### src/rtl/roll_sequencer.sv
// roll_sequencer
// Sits between the raw launch push-button and the random-counter stage of the
// dice launcher. The button is synchronised and debounced. Each clean press
// starts a decelerating "rolling" animation: the free-running random value
// ValCPT is sampled onto Result at growing intervals. The last sample is then
// frozen, Done pulses for one cycle, and the block waits for the button to be
// released before it accepts another press.

// Protocol checker for the roll outputs; instantiated by roll_sequencer.
module roll_sequencer_checker (
    input logic clk_i,
    input logic reset_i,
    input logic rolling_i,
    input logic done_i
);

    // Done marks the freeze of the final value, so the animation is over by then
    a_done_not_rolling: assert property (@(posedge clk_i) disable iff (reset_i)
        done_i |-> !rolling_i);

    // Done is a single-cycle pulse
    a_done_one_cycle: assert property (@(posedge clk_i) disable iff (reset_i)
        done_i |=> !done_i);

endmodule

module roll_sequencer #(
    parameter int unsigned DEB_CYCLES = 32'd500000,
    parameter int unsigned N_STEPS    = 32'd12,
    parameter int unsigned STEP_INIT  = 32'd2500000,
    parameter int unsigned STEP_INC   = 32'd1250000,
    parameter int unsigned VAL_W      = 32'd7
) (
    input  logic             ClkIn,
    input  logic             Reset,
    input  logic             BLancer,
    input  logic [VAL_W-1:0] ValCPT,
    output logic [VAL_W-1:0] Result,
    output logic             Rolling,
    output logic             Done
);

    // Debounce counter wide enough to reach DEB_CYCLES-1 with headroom.
    localparam int DCW = $clog2(DEB_CYCLES) + 32'd1;

    // Longest interval between updates: used by the final step.
    localparam longint unsigned MAX_INTERVAL =
        64'(STEP_INIT) + (64'(N_STEPS - 32'd1) * 64'(STEP_INC));

    // Timer and interval share one width that holds MAX_INTERVAL.
    localparam int TW_RAW = $clog2(MAX_INTERVAL + 64'd1);
    localparam int TW     = (TW_RAW < 32'd1) ? 32'd1 : TW_RAW;

    // Step index counts 0 .. N_STEPS-1.
    localparam int KW = (N_STEPS > 32'd1) ? $clog2(N_STEPS) : 32'd1;

    localparam logic [DCW-1:0] DEB_LAST = DCW'(DEB_CYCLES - 32'd1);
    localparam logic [TW-1:0]  INIT_V   = TW'(STEP_INIT);
    localparam logic [TW-1:0]  INC_V    = TW'(STEP_INC);
    localparam logic [KW-1:0]  K_LAST   = KW'(N_STEPS - 32'd1);

    typedef enum logic [1:0] {
        ST_IDLE = 2'd0,
        ST_ROLL = 2'd1,
        ST_HOLD = 2'd2
    } state_e;

    // Input conditioning
    logic           sync1_q;
    logic           sync2_q;
    logic           deb_q;
    logic           deb_d;
    logic           deb_prev_q;
    logic [DCW-1:0] dcnt_q;
    logic [DCW-1:0] dcnt_d;
    logic           press_s;

    // Roll control
    state_e         state_q;
    state_e         state_d;
    logic [TW-1:0]  timer_q;
    logic [TW-1:0]  timer_d;
    logic [TW-1:0]  interval_q;
    logic [TW-1:0]  interval_d;
    logic [KW-1:0]  k_q;
    logic [KW-1:0]  k_d;
    logic [VAL_W-1:0] result_q;
    logic [VAL_W-1:0] result_d;
    logic           rolling_q;
    logic           rolling_d;
    logic           done_q;
    logic           done_d;

    // Debounce: accept a new level only after DEB_CYCLES consecutive mismatching samples
    always_comb begin
        deb_d  = deb_q;
        dcnt_d = dcnt_q;
        if (sync2_q != deb_q) begin
            if (dcnt_q == DEB_LAST) begin
                deb_d  = sync2_q;
                dcnt_d = {DCW{1'b0}};
            end else begin
                dcnt_d = dcnt_q + DCW'(1'b1);
            end
        end else begin
            dcnt_d = {DCW{1'b0}};
        end
    end

    // Two-flop synchroniser, debounced level and its one-cycle-delayed copy
    always_ff @(posedge ClkIn) begin
        if (Reset) begin
            sync1_q    <= 1'b0;
            sync2_q    <= 1'b0;
            deb_q      <= 1'b0;
            deb_prev_q <= 1'b0;
            dcnt_q     <= {DCW{1'b0}};
        end else begin
            sync1_q    <= BLancer;
            sync2_q    <= sync1_q;
            deb_q      <= deb_d;
            deb_prev_q <= deb_q;
            dcnt_q     <= dcnt_d;
        end
    end

    // A press is the single cycle in which the debounced level has just risen.
    assign press_s = deb_q & ~deb_prev_q;

    // Roll FSM next state: IDLE waits for a press, ROLL samples at growing
    // intervals, HOLD freezes the result until the button is released
    always_comb begin
        state_d    = state_q;
        timer_d    = timer_q;
        interval_d = interval_q;
        k_d        = k_q;
        result_d   = result_q;
        done_d     = 1'b0;
        case (state_q)
            ST_IDLE: begin
                if (press_s) begin
                    state_d    = ST_ROLL;
                    timer_d    = {TW{1'b0}};
                    k_d        = {KW{1'b0}};
                    interval_d = INIT_V;
                end else begin
                    state_d = ST_IDLE;
                end
            end
            ST_ROLL: begin
                // A press event seen here is dropped: one physical press, one roll.
                if (timer_q == (interval_q - TW'(1'b1))) begin
                    result_d = ValCPT;
                    timer_d  = {TW{1'b0}};
                    if (k_q == K_LAST) begin
                        state_d = ST_HOLD;
                        done_d  = 1'b1;
                    end else begin
                        k_d        = k_q + KW'(1'b1);
                        interval_d = interval_q + INC_V;
                    end
                end else begin
                    timer_d = timer_q + TW'(1'b1);
                end
            end
            ST_HOLD: begin
                if (!deb_q) begin
                    state_d = ST_IDLE;
                end else begin
                    state_d = ST_HOLD;
                end
            end
            default: begin
                state_d    = ST_IDLE;
                timer_d    = {TW{1'b0}};
                interval_d = {TW{1'b0}};
                k_d        = {KW{1'b0}};
            end
        endcase
        rolling_d = (state_d == ST_ROLL);
    end

    // Roll FSM state, counters and registered outputs; reset wins over a roll in progress
    always_ff @(posedge ClkIn) begin
        if (Reset) begin
            state_q    <= ST_IDLE;
            timer_q    <= {TW{1'b0}};
            interval_q <= {TW{1'b0}};
            k_q        <= {KW{1'b0}};
            result_q   <= {VAL_W{1'b0}};
            rolling_q  <= 1'b0;
            done_q     <= 1'b0;
        end else begin
            state_q    <= state_d;
            timer_q    <= timer_d;
            interval_q <= interval_d;
            k_q        <= k_d;
            result_q   <= result_d;
            rolling_q  <= rolling_d;
            done_q     <= done_d;
        end
    end

    assign Result  = result_q;
    assign Rolling = rolling_q;
    assign Done    = done_q;

    roll_sequencer_checker u_checker (
        .clk_i     (ClkIn),
        .reset_i   (Reset),
        .rolling_i (rolling_q),
        .done_i    (done_q)
    );

endmodule
### config.mk
export PLATFORM = sky130hd
export DESIGN_NAME = roll_sequencer
export DESIGN_NICKNAME = d
export VERILOG_FILES = /design/src/rtl/roll_sequencer.sv
export SDC_FILE = /design/constraint.sdc
export NUM_CORES = 1
export LEC_CHECK = 0
export BUFFER_PORTS_ARGS = -buffer_cell sky130_fd_sc_hd__buf_4
export CORE_MARGIN = 2
export CORE_UTILIZATION = 62
export CTS_CLUSTER_SIZE = 24
export DETAILED_ROUTE_END_ITERATION = 8
export PLACE_DENSITY = 0.78
export RECOVER_POWER = 50
export SKIP_LAST_GASP = 1
export SYNTH_ARGS = -nofsm -noshare
export SYNTH_HDL_FRONTEND = slang
export SYNTH_SLANG_ARGS = --single-unit
### constraint.sdc
create_clock -name ClkIn -period 4.36 [get_ports ClkIn]
set_clock_uncertainty 0.15 [all_clocks]
set_input_delay 0.218 -clock ClkIn [delete_from_list [all_inputs] [get_ports ClkIn]]
set_output_delay 0.218 -clock ClkIn [all_outputs]
set_load 0.01 [all_outputs]
Word-level counts from Yosys, hierarchy flattened
Index checks and enable logic that the tools add are counted.
{ "op_classes": {"addsub": 5, "n_eq_ne": 10, "muxes": 17, "bitwise_logic": 6, "n_reduce_logical": 7} }
{ "op_table": {"columns": ["cell", "count"], "rows": [
  ["one-hot mux 24 bit (3 select lines)", 2],
  ["two-way mux 24 bit", 5],
  ["adder 24 x 1 -> 24 bit (second input constant)", 1],
  ["adder 24 x 21 -> 24 bit (second input constant)", 1],
  ["== test 24 bit", 1],
  ["subtractor 24 x 1 -> 24 bit (second input constant)", 1],
  ["adder 20 x 1 -> 20 bit (second input constant)", 1],
  ["== test 20 x 19 -> 1 bit (second input constant)", 1],
  ["two-way mux 4 bit", 3],
  ["one-hot mux 4 bit (3 select lines)", 1],
  ["two-way mux 2 bit", 3],
  ["inequality test 2 bit (second input constant)", 3],
  ["one-hot mux 2 bit (3 select lines)", 1],
  ["AND reduction 2 bit", 3],
  ["OR reduction 3 bit", 2],
  ["inverter 1 bit", 5],
  ["adder 4 x 1 -> 4 bit (second input constant)", 1],
  ["== test 2 x 1 -> 1 bit (second input constant)", 2],
  ["== test 4 bit (second input constant)", 1],
  ["AND reduction 4 bit", 1],
  ["== test 2 bit (second input constant)", 1],
  ["zero test 2 bit", 1],
  ["two-way mux 1 bit", 2],
  ["bitwise AND 1 bit", 1],
  ["inequality test 1 bit", 1]
]} }
{ "word_totals": {"reg_bits": 87, "inputBits": 10, "output_inout_bits": 9} }

Depth between registers and ports, before layout
Gate-level depths: netlist (run 1).
{ "depth": {"word_depth": 5, "depth_mapped": 14} }

Worst setup path before layout (run 1)
No wires, ideal clock.
{ "synth_timing": {"path_kind": "register to register", "from": "register interval_q[4]", "to": "register timer_q[10]", "arrival_ps": 2955, "slack_ps": 1138, "path_stages_with_launch": 14, "path_buffers": 3, "synth_period_minus_slack_ps": 3222, "path_cell_list": "dfxtp_1 > clkbuf_1 > inv_1 > ha_1 > or3b_1 > clkbuf_1 > or4_1 > a21oi_1 > nand3_1 > nor4_4 > nand3_2 > a21oi_2 > buf_2 > nor2_1"} }
{ "synth_via": {"elab_chain_cells": 4} }
{ "synth_lines": {"columns": ["element", "line_no", "source"], "rows": [
  ["start, declared", "83", "logic [TW-1:0] interval_q;"],
  ["start signal, assigned", "188", "interval_q <= {TW{1'b0}};"],
  ["start signal, assigned", "196", "interval_q <= interval_d;"],
  ["subtractor 24 x 1 -> 24 bit", "152", "if (timer_q == (interval_q - TW'(1'b1))) begin"],
  ["== test 24 bit", "152", null],
  ["two-way mux 24 bit", "152", null],
  ["one-hot mux 24 bit (3 select lines)", "139", "case (state_q)"],
  ["end signal, assigned", "187", "timer_q <= {TW{1'b0}};"],
  ["end signal, assigned", "195", "timer_q <= timer_d;"],
  ["end, declared", "81", "logic [TW-1:0] timer_q;"]
]} }
Every way passes these cells.
A chain may end at the register's enable or synchronous reset.

Worst setup path after layout (run 1)
{ "layout_timing": {"from": "register interval_q[4]", "to": "register k_q[3]"} }
{ "layout_via": {"elab_chain_cells": 4} }
{ "layout_lines": {"columns": ["element", "line_no", "source"], "rows": [
  ["subtractor 24 x 1 -> 24 bit", "152", null],
  ["== test 24 bit", "152", null],
  ["inequality test 2 bit (no line)", null, null],
  ["AND reduction 4 bit (no line)", null, null],
  ["end signal, assigned", "189", "k_q <= {KW{1'b0}};"],
  ["end signal, assigned", "197", "k_q <= k_d;"],
  ["end, declared", "85", "logic [KW-1:0] k_q;"]
]} }
Every way passes these cells.

==> results of run 1 <==
-- cell families after synthesis --
| group | after synthesis |
|---|---|
| simple gates | 255 |
| compound gates | 104 |
| flops | 83 |
| xor+xnor | 62 |
| buf+inv | 53 |
| mux | 12 |
| fa+ha+maj | 5 |
-- flip-flops by register name (all words and copies together) (netlist names), 2 cells and up --
| name | flops |
|---|---|
| interval_q | 20 |
| Result | 7 |
| state_q | 2 |
| timer_q | 24 |
| dcnt_q | 20 |
| k_q | 4 |
-- worst max-delay path, delay by kind of cell (launching register included) --
kind / cells / cell delay (ns)
AO/OA/AOI/OAI: 1 / 0.21
adder cells (fa/ha/maj): 1 / 0.24
AND/OR/NAND/NOR: 7 / 2.58
buffers and inverters: 1 / 0.13
flip-flops: 1 / 0.40
-- report_power, final --
| group | switching [mW] | leakage (nW) | internal, mW |
|---|---|---|---|
| Clock | 0.302 | 0.117 | 0.344 |
| Combinational | 0.0153 | 1.06 | 0.0133 |
| Sequential | 0.000565 | 0.669 | 0.758 |
| Total | 0.318 | 1.84 | 1.12 |
-- path summary, 6_finish.rpt --
| path | start | endpoint | slack, ns | depth (start not counted) |
|---|---|---|---|---|
| setup / recovery | interval_q[4]$_SDFFE_PP0P_ | k_q[3]$_SDFFE_PP0P_ | 0.60 | 10 |
| hold / removal | Reset | Result[2]$_SDFFE_PP0P_ | 0.02 | 2 |
| setup reg to reg | interval_q[4]$_SDFFE_PP0P_ | k_q[3]$_SDFFE_PP0P_ | 0.60 | 10 |
| hold reg to reg | sync1_q$_SDFF_PP0_ | sync2_q$_SDFF_PP0_ | 0.30 | 1 |
-- cell type report --
| class | count | share of cell area |
|---|---|---|
| clock buffers | 10 | 0.02725 |
| clock inverters | 6 | 0.01883 |
| inverters | 15 | 0.01115 |
| multi-input cells | 438 | 0.5474 |
| flip-flops and latches | 83 | 0.3290 |
| well taps | 99 | 0.02452 |
| repair buffers | 30 | 0.04186 |
-- metrics by stage --
step                        util  total power [mW]  hold WS, ns  std cells
final                     0.6927             1.434      0.01957        681
after global routing      0.6927             1.473      0.02850        681
after CTS                 0.6989             1.443      0.01096        681
after detailed placement  0.6560            0.7994       0.2859        657
after global placement    0.6560            0.7988       0.2751        657
after floorplan                -            0.7891       0.1962        574
-- Yosys cell counts, types with 3 or more instances --
master	instances
o2111ai_1	3
nor2_1	76
nand4_1	17
xor2_1	30
clkbuf_1	26
nor3_1	21
nand3_1	26
o21bai_1	3
buf_1	3
o21ai_0	18
o31ai_1	3
nand2_1	42
or4_1	4
dfxtp_1	83
buf_2	5
and4_1	3
mux2i_1	10
nor2b_1	7
nor4_1	8
a21oi_1	28
or3_1	9
a22oi_1	7
nand2b_1	8
xnor2_1	32
o211ai_1	8
nand3b_1	4
ha_1	5
a31oi_1	4
inv_1	15
buf_6	4
o22ai_1	3
and3_1	10
-- routing by layer --
| layer | vias to the layer above | part of all wire |
|---|---|---|
| li1 | 2052 | - |
| met1 | 2003 | 0.42 |
| met2 | 140 | 0.49 |
| met3 | 37 | 0.060 |
| met4 | 0 | 0.033 |
| met5 | - | 0 |
-- what timing repair did --
item | in CTS | in global routing
resized for setup | 0 | 0
hold buffers | 8 | 0
hold endpoints to repair | 8 | 0
==> reports/qor.csv, run 1 <==
metric,value,unit
status,"finished, final reports clean",
synth_top_family_by_area,simple AND/OR/NAND/NOR gates,
hold_viol,0,
grtUsageMet3,0.06678,
rows,31,
tightest_slew,1.094,ns
via_per_inst,6.214,
drt_pass1_iterations,5,
grt-busiest-layer,met2,
ys_seq_area_frac,0.3556,
clock.fmax,266.2,MHz
grt_setup_unrepaired,false,
regArea,1662,um2
cts-root-buf,clkbuf_8,
synth_edf_count,0,
synth_area_per_cell,8.142,um2
grt_pass1_vias,4201,
postPlaceCellArea,4783,um2
path_max_fanout,14,
port_buffers,18,
clock_latency,0.37,ns
fin_area,5051,um2
drc_errors,0,
hp-class,in -> reg,
drt_iter0_markers,293,
setup-violations-final,0,
syn-instance-count,574,
dpl.hpwl,7.722,mm
crit_type,reg -> reg,
drive_gt1_frac,0.07732,
synth.top_cell.area_share,0.3556,
start_util,0.6409,
final_cell_mix,"dfxtp_1 (83), nor2_1 (76), nand2_1 (42), xnor2_1 (32), xor2_1 (30)",
clkSinkCount,83,
synth_async_sr_flop_share,0,
maxCapViolCount,0,
syn-num-nets,589,
die_x,90.82,um
layout.nets,592,
die_area,8248,um2
antenna_found_initial,0,
critPathCaptureType,flip-flop,
setup_ws,0.6036,ns
core_area,7292,um2
max_stage_delay,0.61,ns
place_ws,0.6179,ns
wl,11.07,mm
grt_max_degree,27,
post_cts_buffers,0,
cp.required,4.53,ns
die_h,90.82,um
grt_first_pass_wirelength,19.05,mm
place_congestion,0.8902,
drtAntennaViolNets,0,
diodes,0,
syn_area,4673,um2
clk_pin_slew,0.10,ns
ys_warn_count,0,
arrival,3.92,ns
fin_crit_sh,0.8616,
area_growth_syn_to_layout,8.086,%
startpoint_type,flip-flop,
ios,19,
synth_compound_area_frac,0.1491,
ys_types,70,
grt_use_met1,0.3347,
use_met2,0.4807,
cp_slowest_cell,or4_1,
vias,4232,
htree_levels,3,
synthSimpleGateAreaFrac,0.2892,
synth_seq_cells,83,
period_needed,3.756,ns
power_leakage,1.841,nW
synth_mux_area_frac,0.02624,
max_slew_margin,0.2680,
overflow,0,
cts_inserted_buffers,9,
finalSetupTns,0,ns
cp_cell_sequence,inv_1 -> ha_1 -> or3b_1 -> or4_1 -> a21oi_1 -> nand4_1 -> nor3b_2 -> nand3_1 -> or4_1 -> nand3_1,
ir_worst_vdd,0.2661,mV
n_fill_cell,622,
multiInputGateArea,2765,um2
layout_commonest_cell,dfxtp_1,
tritoncts,yes,
routedWlPerCell,16.26,um
synth.area.top_cells,"dfxtp_1 (36%), nor2_1 (6.1%), xnor2_1 (6.0%), xor2_1 (5.6%), nand2_1 (3.4%)",
drv_slew,0,
clockBufferDepth,2,
power_density,283.8,nW/um2
groute.usage.overall,0.2817,
synth_fa_ha_area_frac,0.01339,
synthFlopType,dfxtp_1,
yosysTopAreaCell,dfxtp_1,
synth_xor_area_frac,0.1162,
No activity file was read; power rests on OpenSTA's default activity.
==> run 2: changes to the inputs <==
--- a/config.mk
+++ b/config.mk
@@ -6,11 +6,12 @@
 export NUM_CORES = 1
 export LEC_CHECK = 0
 export BUFFER_PORTS_ARGS = -buffer_cell sky130_fd_sc_hd__buf_4
+export CAP_MARGIN = 25
 export CORE_MARGIN = 2
-export CORE_UTILIZATION = 62
+export CORE_UTILIZATION = 25
 export CTS_CLUSTER_SIZE = 24
 export DETAILED_ROUTE_END_ITERATION = 8
-export PLACE_DENSITY = 0.78
+export PLACE_DENSITY = 0.37
 export RECOVER_POWER = 50
 export SKIP_LAST_GASP = 1
 export SYNTH_ARGS = -nofsm -noshare
==> reports/qor.csv, run 2 (synthesis gave the netlist of run 1 again) <==
metric,value,unit,change
clk_pin_slew,0.06,ns,-0.04 ns
layout.nets,596,,+0.68%
overflow,0,,unchanged
place_congestion,0.8734,,-1.9%
period_needed,3.828,ns,+0.07174 ns
grt_pass1_vias,3986,,-5.1%
drtAntennaViolNets,0,,unchanged
grt-busiest-layer,met2,,
status,"finished, final reports clean",,
crit_type,reg -> reg,,
vias,4093,,-3.3%
drv_slew,0,,unchanged
dpl.cell_count,796,,+21%
cts_resized,0,,unchanged
post_cts_buffers,0,,unchanged
groute.usage.overall,0.1333,,-0.1484
drt_pass1_iterations,6,,+1
antenna_found_initial,0,,unchanged
wl,12.47,mm,+13%
regArea,1662,um2,unchanged
tightest_slew,0.8759,ns,-0.2181 ns
final_cell_mix,"dfxtp_1 (83), nor2_1 (76), nand2_1 (42), xnor2_1 (32), xor2_1 (30)",,
ctsHoldBuffers,8,,unchanged
fin_area,5293,um2,+4.8%
layout_commonest_cell,dfxtp_1,,
grt_first_pass_wirelength,21.00,mm,+10%
critPathCaptureType,flip-flop,,
port_buffers,18,,unchanged
power_leakage,1.885,nW,+2.3%
postPlaceCellArea,4982,um2,+4.2%
die_h,140.7,um,+55%
cts_inserted_buffers,9,,unchanged
path_max_fanout,10,,-4
area_growth_syn_to_layout,13.25,%,
multiInputGateArea,2750,um2,-0.54%
reg.largest.list,"timer_q: 24 flops, dcnt_q: 20 flops, interval_q: 20 flops",,
use_met2,0.2159,,-0.2648
startpoint_type,flip-flop,,
tritoncts,yes,,
largest_reg_flops,24,,unchanged
clockBufferDepth,2,,unchanged
core_area,18520,um2,+150%
finalNonFillerCells,818,,+20%
ios,19,,unchanged
routedWlPerCell,15.25,um,-6.2%
cp.required,4.40,ns,-0.13 ns
htree_levels,3,,unchanged
drt_iter0_markers,242,,-17%
drc_errors,0,,unchanged
die_x,140.7,um,+55%
finalSetupTns,0,ns,unchanged
utilization,0.2858,,-0.4069
largest_register,timer_q,,
grt_max_degree,27,,unchanged
hold_viol,0,,unchanged
die_area,19800,um2,+140%
clkSinkCount,83,,unchanged
grt_setup_unrepaired,false,,
n_fill_cell,1990,,+220%
diodes,0,,unchanged
grtUsageMet3,0.02004,,-0.04674
clock.fmax,261.2,MHz,-1.9%
grt_use_met1,0.1767,,-0.1580
power_density,295.4,nW/um2,+4.1%
rows,50,,+61%
start_util,0.2524,,-0.3885
ir_worst_vdd,0.1676,mV,-37%
setup-violations-final,0,,unchanged
dpl.hpwl,9.023,mm,+17%
hp-class,in -> reg,,
fin_crit_sh,0.8780,,+0.01646
drive_gt1_frac,0.07877,,+0.001448
via_per_inst,5.004,,-19%
clock_latency,0.34,ns,-0.03 ns
max_slew_margin,0.4153,,+0.1473
arrival,3.87,ns,-0.05 ns
maxCapViolCount,0,,unchanged
cts-root-buf,clkbuf_16,,
==> run 2: cell count changes in the layout (fill, tap and decap cells not counted), sizes merged <==
cell / change
clkinv: -1
bufinv: -1
buf: +4
inv: -1
clkinvlp: +1
==> run 2: report_power, final <==
group,total (mW),switching (mW),leakage (nW),internal [mW]
clock,0.775,0.320,0.141,0.454
combinational,0.0292,0.0154,1.08,0.0137
sequential,0.760,0.000577,0.669,0.759
total,1.56,0.336,1.88,1.23
==> run 2: final timing paths <==
kind	from	end	slack, ns	cells past startpoint
max	interval_q[4]$_SDFFE_PP0P_	interval_q[8]$_SDFFE_PP0P_	0.53	11
min	Reset	state_q[1]$_SDFF_PP0_	0.05	2
max reg2reg	interval_q[4]$_SDFFE_PP0P_	interval_q[8]$_SDFFE_PP0P_	0.53	11
min reg2reg	sync1_q$_SDFF_PP0_	sync2_q$_SDFF_PP0_	0.29	1
==> run 2: metal layers <==
metal  vias to the layer above  routed length [um]
met5                         -                   0
li1                       2059                   -
met1                      1930                6013
met4                         0                 273
met2                        81                5747
met3                        23                 439
==> run 2: stage by stage <==
step | hold WS, ns | total power, mW | setup slack [ns]
detailed placement | 0.2828 | 0.8008 | 0.6019
floorplan | 0.1962 | 0.7891 | 1.138
CTS | 0.04424 | 1.602 | 0.5927
global route | 0.06623 | 1.629 | 0.1961
finish | 0.05234 | 1.563 | 0.5319
global placement | 0.2665 | 0.8005 | 0.6828
==> run 2: area by class of cell <==
| class | count | area share |
|---|---|---|
| clock inverter | 4 | 0.009693 |
| timing repair buffer | 34 | 0.04563 |
| multi-input combinational | 438 | 0.5196 |
| tap | 234 | 0.05532 |
| sequential | 83 | 0.3139 |
| inverter | 15 | 0.01064 |
| clock buffer | 10 | 0.04515 |
==> run 2: critical path, stage by stage, from the launching register on <==
cell and delay [ns]:
dfxtp_1 0.39, inv_1 0.12, ha_1 0.25, or3b_1 0.50, nor3_1 0.22, mux2i_1 0.21
a22oi_1 0.16, nor4_1 0.53, nand3_1 0.52, buf_4 0.32, o31ai_1 0.23, a31oi_1 0.06
